===== src/rtl/tns_encoder_seq_pkg.sv =====
// Package for the sequential TNS (base-7) TSV crosstalk-avoidance encoder.
// Holds the radix, the group width, the two forbidden group patterns, the
// FSM state type and a helper that derives the input word width from the
// number of 3-TSV groups.
package tns_encoder_seq_pkg;

  localparam int TNS_RADIX = 7;
  localparam int TNS_GRP_W = 3;

  // Forbidden code of a group, selected by that group's previous bit 2
  localparam logic [2:0] TNS_FORBID_P0 = 3'b100;
  localparam logic [2:0] TNS_FORBID_P1 = 3'b011;

  typedef enum logic [1:0] {
    IDLE = 2'd0,
    CONV = 2'd1,
    EMIT = 2'd2
  } tns_state_t;

  // floor(log2(7**ng)): widest binary word that always fits in ng base-7 digits
  function automatic int tns_dw(input int ng);
    longint pw;
    int     w;
    pw = 64'sd1;
    for (int i = 0; i < ng; i++) begin
      pw = pw * 64'sd7;
    end
    w = 0;
    while (pw > 64'sd1) begin
      pw = pw >>> 1;
      w  = w + 1;
    end
    return w;
  endfunction

endpackage


===== src/rtl/tns_encoder_seq_if.sv =====
// Handshake/bus interface between the data source and the TNS encoder.
//  in_valid  source -> encoder : datain is valid
//  in_ready  encoder -> source : encoder idle, can accept
//  datain    source -> encoder : DW-bit binary word
//  tsv       encoder -> bundle : registered 3*NG-bit TSV codeword
//  tsv_valid encoder -> bundle : one-cycle pulse after each tsv update
interface tns_encoder_seq_if #(
  parameter int NG = 3
);
  import tns_encoder_seq_pkg::*;

  localparam int DW = tns_dw(NG);

  logic            in_valid;
  logic            in_ready;
  logic [DW-1:0]   datain;
  logic [3*NG-1:0] tsv;
  logic            tsv_valid;

  modport master (
    output in_valid,
    output datain,
    input  in_ready,
    input  tsv,
    input  tsv_valid
  );

  modport slave (
    input  in_valid,
    input  datain,
    output in_ready,
    output tsv,
    output tsv_valid
  );

endinterface


===== src/rtl/tns_encoder_seq_group_map.sv =====
// Combinational digit-to-code map for one 3-TSV group.
//  digit  in  3 : base-7 digit, 0..6
//  prev   in  1 : bit 2 of this group's previous code
//  code   out 3 : 3-bit code that skips the pattern forbidden after prev
// Codes at or above the forbidden pattern shift up by one, so the seven
// digits land on the seven remaining legal codes.
module tns_encoder_seq_group_map
  import tns_encoder_seq_pkg::*;
(
  input  logic [2:0] digit,
  input  logic       prev,
  output logic [2:0] code
);

  logic [2:0] forbid_s;

  // Pick the forbidden pattern and skip over it
  always_comb begin
    forbid_s = TNS_FORBID_P0;
    code     = digit;
    if (prev) begin
      forbid_s = TNS_FORBID_P1;
    end else begin
      forbid_s = TNS_FORBID_P0;
    end
    if (digit < forbid_s) begin
      code = digit;
    end else begin
      code = digit + 3'd1;
    end
  end

endmodule


===== src/rtl/tns_encoder_seq.sv =====
// Sequential TNS TSV crosstalk-avoidance encoder.
// Accepts a DW-bit word, peels off one base-7 digit per cycle (LSD first),
// then maps all NG digits onto their 3-TSV groups in a single update.
//  clock  in  : single clock, posedge
//  rst_n  in  : synchronous active-low reset
//  bus    slave modport of tns_encoder_seq_if (in_valid/in_ready/datain,
//         tsv/tsv_valid)
// One word every NG+2 cycles; tsv only changes on the EMIT edge.
module tns_encoder_seq
  import tns_encoder_seq_pkg::*;
#(
  parameter int NG = 3
) (
  input  logic                  clock,
  input  logic                  rst_n,
  tns_encoder_seq_if.slave      bus
);

  localparam int DW = tns_dw(NG);
  localparam int CW = $clog2(NG + 1);
  localparam int TW = NG * TNS_GRP_W;

  localparam logic [1:0] ST_IDLE = IDLE;
  localparam logic [1:0] ST_CONV = CONV;
  localparam logic [1:0] ST_EMIT = EMIT;

  logic [1:0]          state_q, state_d;
  logic [DW-1:0]       rem_q, rem_d;
  logic [CW-1:0]       cnt_q, cnt_d;
  logic [NG-1:0][2:0]  digit_q, digit_d;
  logic [TW-1:0]       tsv_q, tsv_d;
  logic                tsv_valid_q, tsv_valid_d;

  logic [DW-1:0]       rem_div_s;
  logic [2:0]          rem_mod_s;
  logic [NG-1:0][2:0]  code_s;

  assign rem_div_s = rem_q / DW'(TNS_RADIX);
  assign rem_mod_s = 3'(rem_q % DW'(TNS_RADIX));

  // Each group's map sees its own previous bit 2 straight from the tsv register
  for (genvar j = 0; j < NG; j++) begin : g_map
    tns_encoder_seq_group_map u_map (
      .digit (digit_q[j]),
      .prev  (tsv_q[TNS_GRP_W*j+2]),
      .code  (code_s[j])
    );
  end

  // Next-state logic: accept, convert one digit per cycle, then emit
  always_comb begin
    state_d     = state_q;
    rem_d       = rem_q;
    cnt_d       = cnt_q;
    digit_d     = digit_q;
    tsv_d       = tsv_q;
    tsv_valid_d = 1'b0;
    case (state_q)
      ST_IDLE: begin
        if (bus.in_valid) begin
          rem_d   = bus.datain;
          cnt_d   = {CW{1'b0}};
          state_d = ST_CONV;
        end else begin
          state_d = ST_IDLE;
        end
      end
      ST_CONV: begin
        digit_d[cnt_q] = rem_mod_s;
        rem_d          = rem_div_s;
        cnt_d          = cnt_q + CW'(1);
        if (cnt_q == CW'(NG - 1)) begin
          state_d = ST_EMIT;
        end else begin
          state_d = ST_CONV;
        end
      end
      ST_EMIT: begin
        tsv_d       = code_s;
        tsv_valid_d = 1'b1;
        state_d     = ST_IDLE;
      end
      default: begin
        state_d = ST_IDLE;
      end
    endcase
  end

  // State registers with synchronous active-low reset
  always_ff @(posedge clock) begin
    if (!rst_n) begin
      state_q     <= ST_IDLE;
      rem_q       <= {DW{1'b0}};
      cnt_q       <= {CW{1'b0}};
      digit_q     <= '0;
      tsv_q       <= {TW{1'b0}};
      tsv_valid_q <= 1'b0;
    end else begin
      state_q     <= state_d;
      rem_q       <= rem_d;
      cnt_q       <= cnt_d;
      digit_q     <= digit_d;
      tsv_q       <= tsv_d;
      tsv_valid_q <= tsv_valid_d;
    end
  end

  assign bus.in_ready  = (state_q == ST_IDLE);
  assign bus.tsv       = tsv_q;
  assign bus.tsv_valid = tsv_valid_q;

endmodule


===== src/flat_wrapper.sv =====
// flat-port wrapper written by rule: the top's interface ports become plain ports
module tns_encoder_seq_flat import tns_encoder_seq_pkg::*;
#(
  parameter int NG = 3
)
  (clock, rst_n, bus_in_valid, bus_datain, bus_in_ready, bus_tsv, bus_tsv_valid);
  tns_encoder_seq_if #(.NG(NG)) bus_i ();
  input  logic clock;
  input  logic rst_n;
  input wire logic [$bits(bus_i.in_valid)-1:0] bus_in_valid;
  input wire logic [$bits(bus_i.datain)-1:0] bus_datain;
  output wire logic [$bits(bus_i.in_ready)-1:0] bus_in_ready;
  output wire logic [$bits(bus_i.tsv)-1:0] bus_tsv;
  output wire logic [$bits(bus_i.tsv_valid)-1:0] bus_tsv_valid;
  assign bus_i.in_valid = bus_in_valid;
  assign bus_i.datain = bus_datain;
  assign bus_in_ready = bus_i.in_ready;
  assign bus_tsv = bus_i.tsv;
  assign bus_tsv_valid = bus_i.tsv_valid;
  tns_encoder_seq #(.NG(NG)) u_core (.clock(clock), .rst_n(rst_n), .bus(bus_i));
endmodule

===== config.mk =====
export PLATFORM = sky130hd
export DESIGN_NAME = tns_encoder_seq_flat
export DESIGN_NICKNAME = d
export VERILOG_FILES = /design/src/rtl/tns_encoder_seq_pkg.sv /design/src/rtl/tns_encoder_seq_if.sv /design/src/rtl/tns_encoder_seq_group_map.sv /design/src/rtl/tns_encoder_seq.sv /design/src/flat_wrapper.sv
export SDC_FILE = /design/constraint.sdc
export NUM_CORES = 1
export LEC_CHECK = 0
export BUFFER_PORTS_ARGS = -buffer_cell sky130_fd_sc_hd__buf_2
export CAP_MARGIN = 40
export CORE_UTILIZATION = 42
export CTS_CLUSTER_DIAMETER = 50
export CTS_CLUSTER_SIZE = 20
export DETAILED_ROUTE_END_ITERATION = 16
export SETUP_SLACK_MARGIN = 0.2
export SKIP_LAST_GASP = 1
export SYNTH_ARGS = -nofsm -noshare
export SYNTH_HDL_FRONTEND = slang
export SYNTH_SLANG_ARGS = --single-unit

===== constraint.sdc =====
create_clock -name clock -period 6 [get_ports clock]
set_clock_uncertainty 0.15 [all_clocks]
set_input_delay 0.9 -clock clock [delete_from_list [all_inputs] [get_ports clock]]
set_output_delay 0.9 -clock clock [all_outputs]
set_load 0.03 [all_outputs]

# [Word level (Yosys, flattened, before mapping)]
# Index checks and enable logic that the tools add are counted.
[word_totals] regBits=31 out_inout_bits=11 wordCells=44
[op_classes] n_reduce_logical=4 n_lt_le_gt_ge=5 add_sub_neg=4 mux=17 div_mod_pow=2 eq_ne=4
[op_table] cell="two-way mux 3 bit" count=7
[op_table] cell="case mux 8 bit (2 select lines)" count=1
[op_table] cell="adder 3 x 1 -> 3 bit, second input constant" count=3
[op_table] cell="bitwise mux 9 bit" count=1
[op_table] cell="< comparator 3 bit" count=3
[op_table] cell="divider 8 x 3 -> 8 bit, second input constant" count=1
[op_table] cell="modulo 8 x 3 -> 8 bit, second input constant" count=1
[op_table] cell="two-way mux 8 bit" count=1
[op_table] cell="case mux 2 bit (2 select lines)" count=2
[op_table] cell="demux 3 bit (select 2 bit)" count=1
[op_table] cell="== test 2 bit, second input constant" count=2
[op_table] cell="two-way mux 2 bit" count=2
[op_table] cell="< comparator 2 x 3 -> 1 bit, second input constant" count=1
[op_table] cell="adder 2 x 1 -> 2 bit, second input constant" count=1
[op_table] cell="== test 2 x 1 -> 1 bit, second input constant" count=1
[op_table] cell="greater-or-equal comparator 2 x 1 -> 1 bit, second input constant" count=1
[op_table] cell="zero test 2 bit" count=1
[op_table] cell="two-way mux 1 bit" count=2
[op_table] cell="inequality test 2 bit, second input constant" count=1
[op_table] cell="AND reduction 2 bit" count=1
[op_table] cell="nonzero test 2 bit" count=1
[op_table] cell="logical AND 1 bit" count=1

# [Depth between registers and ports, before layout]
# Gate-level depths: netlist of run 1.
[logic_depth] word_depth=5 depth_mapped=14

# [By module]
# A second synthesis of run 1 with hierarchy kept.
[hier_totals] hier_cells=294 area_unflattened_um2=2331.0
[modules_own_cells] module="tns_encoder_seq" cells_each=240 area_per_inst_um2=1944.4 n_inst=1
[modules_own_cells] module="tns_encoder_seq_group_map" cells_each=18 area_per_inst_um2=128.9 n_inst=3

# [Worst setup path before layout of run 1]
# No wires, ideal clock.
[synth_path] path_kind="register to register" from="register u_core.rem_q[5]" to="register u_core.digit_q[7] (netlist bit)" path_buffers=2 setup_slack_ns=2.891 path_stages_with_launch=14 arrival_ns=2.831 cell_sequence="dfxtp_1 > buf_4 > clkbuf_1 > a311oi_1 > or3_1 > ha_1 > a21o_1 > a21oi_1 > xnor2_1 > ha_1 > o21ai_1 > o21bai_4 > mux2i_1 > a21oi_1"
[synth_between] elab_chain_len=2
[synth_rtl] element="from (decl)" line_no="tns_encoder_seq.sv:28" text="logic [DW-1:0] rem_q, rem_d;"
[synth_rtl] element="from (signal assigned)" line_no="tns_encoder_seq.sv:93" text="rem_q <= {DW{1'b0}};"
[synth_rtl] element="from (signal assigned)" line_no="tns_encoder_seq.sv:100" text="rem_q <= rem_d;"
[synth_rtl] element="modulo 8 x 3 -> 8 bit" line_no="tns_encoder_seq.sv:39" text="assign rem_mod_s = 3'(rem_q % DW'(TNS_RADIX));"
[synth_rtl] element="bitwise mux 9 bit" line_no="tns_encoder_seq.sv:69" text="digit_d[cnt_q] = rem_mod_s;"
[synth_rtl] element="to (signal assigned)" line_no="tns_encoder_seq.sv:102" text="digit_q <= digit_d;"
[synth_rtl] element="to (decl)" line_no="tns_encoder_seq.sv:30" text="logic [NG-1:0][2:0] digit_q, digit_d;"
# Every way passes these cells.
# A chain may end at the register's enable or synchronous reset.

# [Worst setup path after layout of run 1]
[layout_path] from="register u_core.rem_q[7]" to="register u_core.digit_q[7] (netlist bit)"
# The elaborated chain is that of the path after synthesis.

==> results by group, run 1 <==
Run status
  – Status: completed

Worst setup path
  – Crit path launch type: register
  – Worst Path Required: 6.02 ns
  – Crit path from: u_core.rem_q[7]$_SDFFE_PN0P_
  – Reg2reg start: u_core.rem_q[7]$_SDFFE_PN0P_
  – Worst EP arrival: 3.73 ns
  – Top cell by count, worst path: a21oi_1
  – WP buf/inv: 0
  – Crit-path leading delay family: compound AO/OA/AOI/OAI gates
  – Setup crit end kind: register
  – Crit path kind: reg2reg
  – CP max FO: 21
  – CP peak stage delay: 0.73 ns
  – Slowest stage cell, crit path: dfxtp_1
  – CP Cell Sequence: a211oi_1 -> o21ai_0 -> a21oi_1 -> or3_1 -> ha_1 -> a21o_1 -> a21oi_1 -> xnor2_1 -> ha_1 -> o21ai_1 -> o21bai_4 -> mux2i_1 -> a21oi_1

Detailed routing
  – Wirelength, routed: 4310 um
  – Drt first pass iters: 4
  – Routed length per placed instance: 12.7 um
  – Vias after detailed routing: 1,829
  – DRT antenna net count: 0
  – Vias per cell: 5.40
  – Drt first-iter violations: 120
  – DR DRC count: 0

STA
  – Setup TNS: 0 ns
  – RSZ-0062 raised after global routing: false
  – Setup violators final: 0
  – Period Utilization, post-route: 61.9%
  – Tightest Pin Transition: 0.637 ns
  – Setup WS post-layout: 2.29 ns
  – Hold Vio Cnt, Final: 0
  – Max Freq: 0.269 GHz
  – Worst hold margin: 0.332 ns
  – Final Slew Violations: 0
  – Rel. slew slack: 57.5%
  – Period minus WS final: 3.71 ns

Clock network
  – Worst-skew pair later-pin latency: 0.29 ns
  – CTS tree: yes
  – CTS Buffer Depth: 2
  – Cts hold-fix bufs: 0
  – Resized cells post-CTS: 0
  – Num Clock Sinks: 31
  – CTS H-tree lvls: 2
  – Clk root buf: clkbuf_8
  – Post-CTS setup buffers: 0
  – Num CTS Buffers: 5
  – Clk slew on worst S/H paths: 0.07 ns

Synth
  – Mapped Cells: 264
  – Synth unique cells: 44
  – Seq/Total Area, Yosys: 28.9%
  – Ys flop type: dfxtp_1
  – Synth Register Bits: 31
  – Syn Std Cell Area: 2150 sq um
  – Asr flop ratio synth: 0%
  – Most common cell in the netlist: dfxtp_1
  – Yosys warns: 0
  – Mapped Nets: 289
  – Area contributors post-synth: dfxtp_1 (29%), ha_1 (8.2%), nand2_1 (4.9%), o21ai_0 (4.9%), mux2i_1 (4.2%)
  – Post-synth top area cell: dfxtp_1
  – Synth top area share: 28.9%
  – Top cells by count, synth: dfxtp_1 (31), nand2_1 (28), o21ai_0 (21), a21oi_1 (15), ha_1 (14)
  – Mapped Avg Cell Area: 8.13 sq um
  – Post-synth EDFFs: 0

Global route
  – First-pass GRT wire length: 7650 um
  – Antenna violations before repair: 0
  – Total GRT Usage: 18.4%
  – Vias in the first global route: 1,705
  – Largest net degree at the start of global routing: 36
  – GRT overflow: 0

Floorplan
  – Die ar.: 5400 sq um
  – Top-level I/O count: 22
  – Core area: 4820 sq um
  – DIE WIDTH: 73.5 um
  – Chip height: 73.5 um
  – FP Rows: 25
  – Starting Density: 44.6%

Finish
  – Fin area: 2340 sq um
  – Ant. Diodes: 0
  – Fin util: 48.6%
  – Fin nets: 296
  – Fraction of layout cells with a size suffix above 1: 12.1%
  – Area growth syn-to-layout: 9.09%

Pwr
  – Maximum vdd ir drop: 0.000168 V
  – PD cells: 230 nW/um^2
  – Standby leakage power: 0.00106 uW

Worst hold path
  – Worst min path class: reg2reg
  – Hold path startpoint: u_core.state_q[1]$_SDFF_PN0_

Place
  – DP Wirelength: 3060 um
  – DP Area: 2220 sq um
  – IO Port Bufs: 21
  – Routability cong.: 0.768
  – Pre-CTS WS: 2.31 ns

Run
  – Max Cap Viol: 0
-- final cells by class --
class	instances	area, sq um
fill	507	2470
inverter	10	37.5
clock buffer	6	82.6
sequential	31	621
multi-input combinational	201	1370
timing repair buffer	22	113
tap	67	83.8
clock inverter	2	35.0
-- cells by family (layout without fill, tap and decap cells) --
kind of cell	count (synthesis)	count (layout)	synth area share [%]
flip-flops	31	31	28.9
buffers and inverters	32	40	7.28
multiplexers	9	9	4.20
AO/OA/AOI/OAI	84	84	27.6
adder cells (fa/ha/maj)	14	14	8.16
AND/OR/NAND/NOR	84	84	19.8
XOR/XNOR	10	10	4.08
-- worst paths after layout --
check,endpoint,slack (ns),depth (start not counted)
worst max-delay path,u_core.digit_q[7]$_SDFFE_PN0P_,2.29,13
worst min-delay path,u_core.state_q[0]$_SDFF_PN0_,0.33,1
worst max register to register,u_core.digit_q[7]$_SDFFE_PN0P_,2.29,13
worst min register to register,u_core.state_q[0]$_SDFF_PN0_,0.33,1
-- state kept, by name, summed over array words and instances, names as in the netlist --
signal,count
u_core.digit_q,9
u_core.rem_q,8
u_core.bus.tsv,9
u_core.bus.tsv_valid,1
u_core.state_q,2
u_core.cnt_q,2
-- cells in the final DEF, fill, tap and decap left out, types with 2 or more instances in the layout --
cell type and instances:
dfxtp_1 31, nand2_1 28, o21ai_0 21, buf_2 21, a21oi_1 15, ha_1 14, inv_1 10, and2_1 10
xor2_1 9, nand3_1 9, nor2_1 9, mux2i_1 9, nor2b_1 8, o211a_1 7, a21boi_0 7, clkbuf_8 6
a21o_1 5, nand2b_1 5, a211oi_1 4, a32oi_1 4, a22oi_1 4, nor3_1 3, or3_1 3, nand4_1 3
o311ai_1 3, o21ai_1 2, nor3b_1 2, o211ai_1 2, o211ai_2 2, or2b_1 2
-- per-layer routing --
| layer | track usage (%) | part of all wire (%) | vias to the layer above |
|---|---|---|---|
| met1 | 23.7 | 51 | 840 |
| met5 | 0 | 0 | - |
| met3 | 4.53 | 2.8 | 6 |
| li1 | - | - | 962 |
| met2 | 28.5 | 44 | 21 |
| met4 | 8.97 | 1.8 | 0 |
-- stage by stage --
step | power (uW) | cells
2_1_floorplan | 312 | 264
3_3_place_gp | 330 | 330
3_5_place_dp | 331 | 331
4_1_cts | 546 | 339
5_1_grt | 572 | 339
6_report | 540 | 339
-- power breakdown --
group | total [uW] | switching [uW] | internal (uW) | leakage (uW)
clock | 213 | 79.0 | 134 | 0.0000612
combinational | 93.5 | 53.8 | 39.7 | 0.000743
sequential | 233 | 17.9 | 215 | 0.000252
total | 540 | 151 | 389 | 0.00106
Power figures use the tool's default switching activity.
==> run 2: changes to the inputs <==
==> constraint.sdc (replaced) <==
create_clock -name clock -period 3.8 [get_ports clock]
set_clock_uncertainty 0.15 [all_clocks]
set_input_delay 0.57 -clock clock [delete_from_list [all_inputs] [get_ports clock]]
set_output_delay 0.57 -clock clock [all_outputs]
set_load 0.03 [all_outputs]
==> run 2 against run 1 <==
Net effect:
- sequential power up 54%
- cell area up 1.8%
- largest cell class unchanged
- final cell count up 1.8%
- highest routed layer unchanged
- clock-buffer cell count unchanged
- global-route usage up 0.27 points
- power up 57%
- via count up 2.9%
- combinational power up 87%
- worst setup slack worse by 1.8 ns
==> results by group, run 2 (synthesis results as in run 1) <==
Run status
  – Status: completed

Clock network
  – Cts hold-fix bufs: 0 (unchanged)
  – Clk root buf: clkbuf_8
  – CTS tree: yes
  – Num CTS Buffers: 5 (unchanged)
  – Num Clock Sinks: 31 (unchanged)
  – Clk slew on worst S/H paths: 0.07 ns (about the same)
  – CTS Buffer Depth: 2 (unchanged)
  – CTS H-tree lvls: 2 (unchanged)
  – Worst-skew pair later-pin latency: 0.28 ns (about the same)

Global route
  – Total GRT Usage: 18.7% (+0.27 points)
  – GRT overflow: 0 (unchanged)
  – Vias in the first global route: 1,673 (-1.9%)
  – Met3 track demand over resource: 4.39% (-0.14 points)
  – Largest net degree at the start of global routing: 36 (unchanged)
  – Global Route met1 Usage: 25.9% (+2.1 points)
  – Antenna violations before repair: 0 (unchanged)
  – GR peak layer: met2
  – Met2 Track Usage GR: 27.8% (-0.71 points)
  – First-pass GRT wire length: 7750 um (+1.3%)

Worst setup path
  – Crit path kind: reg2reg
  – CP Cell Sequence: buf_4 -> and2_1 -> nand2_1 -> a21oi_1 -> or3_1 -> ha_1 -> a21o_1 -> a21oi_1 -> xnor2_1 -> ha_1 -> o21ai_1 -> o21bai_4 -> buf_4 -> buf_4 -> o311ai_1
  – CP max FO: 15 (-29%)
  – Worst EP arrival: 3.37 ns (-0.36 ns)
  – Worst Path Required: 3.84 ns (-2.18 ns)
  – Top cell by count, worst path: buf_4
  – Crit path launch type: register
  – Crit path from: u_core.rem_q[7]$_SDFFE_PN0P_
  – CP peak stage delay: 0.41 ns (-0.32 ns)
  – Slowest stage cell, crit path: or3_1
  – Setup crit end kind: register
  – Reg2reg start: u_core.rem_q[7]$_SDFFE_PN0P_

Finish
  – Leading cell type in the layout, fill and taps excluded: dfxtp_1
  – FILL cells: 491 (-3.2%)
  – Ant. Diodes: 0 (unchanged)
  – Fin util: 49.5% (+0.88 points)
  – Layout Cells excl Fill: 345 (+1.8%)
  – Fin nets: 303 (+2.4%)
  – Fin area: 2380 sq um (+1.8%)
  – Area growth syn-to-layout: 11.1%
  – Leading cell types in the layout, fill and taps excluded: dfxtp_1 (30), nand2_1 (28), o21ai_0 (21), buf_2 (21), a21oi_1 (15)
  – Fraction of layout cells with a size suffix above 1: 14.4% (+2.3 points)

Detailed routing
  – Vias per cell: 5.46 (+1.1%)
  – DRT antenna net count: 0 (unchanged)
  – Routed length per placed instance: 13.1 um (+2.7%)
  – Drt first-iter violations: 143 (+19%)
  – Drt first pass iters: 4 (unchanged)
  – Vias after detailed routing: 1,882 (+2.9%)
  – Wirelength, routed: 4510 um (+4.6%)
  – DR DRC count: 0 (unchanged)

Pwr
  – PD cells: 355 nW/um^2 (+54%)
  – Standby leakage power: 0.00108 uW (+2.4%)
  – Maximum vdd ir drop: 0.000183 V (+9.3%)

STA
  – Hold Vio Cnt, Final: 0 (unchanged)
  – Period minus WS final: 3.33 ns (-0.382 ns)
  – Period Utilization, post-route: 87.6% (+26 points)
  – Final Slew Violations: 0 (unchanged)
  – Max Freq: 0.300 GHz (+11%)
  – Tightest Pin Transition: 0.612 ns (-0.0245 ns)
  – Setup TNS: 0 ns (unchanged)
  – Setup violators final: 0 (unchanged)
  – RSZ-0062 raised after global routing: false
  – Rel. slew slack: 59.1% (+1.6 points)

Worst hold path
  – Hold path startpoint: u_core.state_q[1]$_SDFF_PN0_
  – Worst min path class: reg2reg

Floorplan
  – Die ar.: 5400 sq um (unchanged)
  – Core area: 4820 sq um (unchanged)
  – FP Rows: 25 (unchanged)
  – DIE WIDTH: 73.5 um (unchanged)
  – Starting Density: 44.6% (unchanged)
  – Chip height: 73.5 um (unchanged)
  – Top-level I/O count: 22 (unchanged)

Place
  – Placed instance count: 336 (+1.5%)
  – DP Wirelength: 3230 um (+5.5%)
  – IO Port Bufs: 21 (unchanged)
  – Routability cong.: 0.806 (+4.9%)
  – DP Area: 2260 sq um (+1.7%)

Run
  – Max Cap Viol: 0 (unchanged)
-- run 2: final timing paths --
path,cells after the start,slack [ns],endpoint
worst max-delay path,15,0.47,u_core.digit_q[0]$_SDFFE_PN0P_
worst min-delay path,1,0.34,u_core.state_q[0]$_SDFF_PN0_
worst max register to register,15,0.47,u_core.digit_q[0]$_SDFFE_PN0P_
worst min register to register,1,0.34,u_core.state_q[0]$_SDFF_PN0_
-- run 2: power by group --
group          switching [uW]  internal, uW
Clock                     121           192
Sequential               18.9           339
Combinational            99.4          75.2
-- run 2: stage by stage --
step / hold WS, ns / total power, uW / setup WS (ns)
floorplan: 0.299 / 493 / 0.691
finish: 0.338 / 845 / 0.470
detailed placement: 0.328 / 528 / 0.353
CTS: 0.340 / 841 / 0.329
global route: 0.361 / 891 / 0.240
global placement: 0.326 / 526 / 0.406
-- run 2: worst max-delay path, delay by kind of cell, from the launching register on --
family | cells | cell delay [ns]
flip-flops | 1 | 0.36
adder cells (fa/ha/maj) | 2 | 0.46
AND/OR/NAND/NOR | 3 | 0.68
XOR/XNOR | 1 | 0.13
buffers and inverters | 3 | 0.50
AO/OA/AOI/OAI | 6 | 0.97
-- run 2: final cells by class --
class | count | area (sq um) | share of cell area, %
clock buffers | 6 | 72.6 | 3.04
clock inverters | 1 | 30.0 | 1.26
inverters | 10 | 37.5 | 1.57
multi-input cells | 201 | 1370 | 57.6
flip-flops and latches | 31 | 622 | 26.1
well taps | 67 | 83.8 | 3.52
repair buffers | 29 | 165 | 6.93
-- run 2: what timing repair did --
| item | CTS | global route |
|---|---|---|
| endpoints found under the setup margin | 0 | 7 |
| buffers inserted | 0 | 2 |
| resized for setup | 0 | 2 |
-- run 2: layer usage --
layer / part of all wire (%) / up-vias
li1: - / 977
met3: 3.1 / 4
met1: 51 / 882
met2: 44 / 19
met4: 1.2 / 0
met5: 0 / -
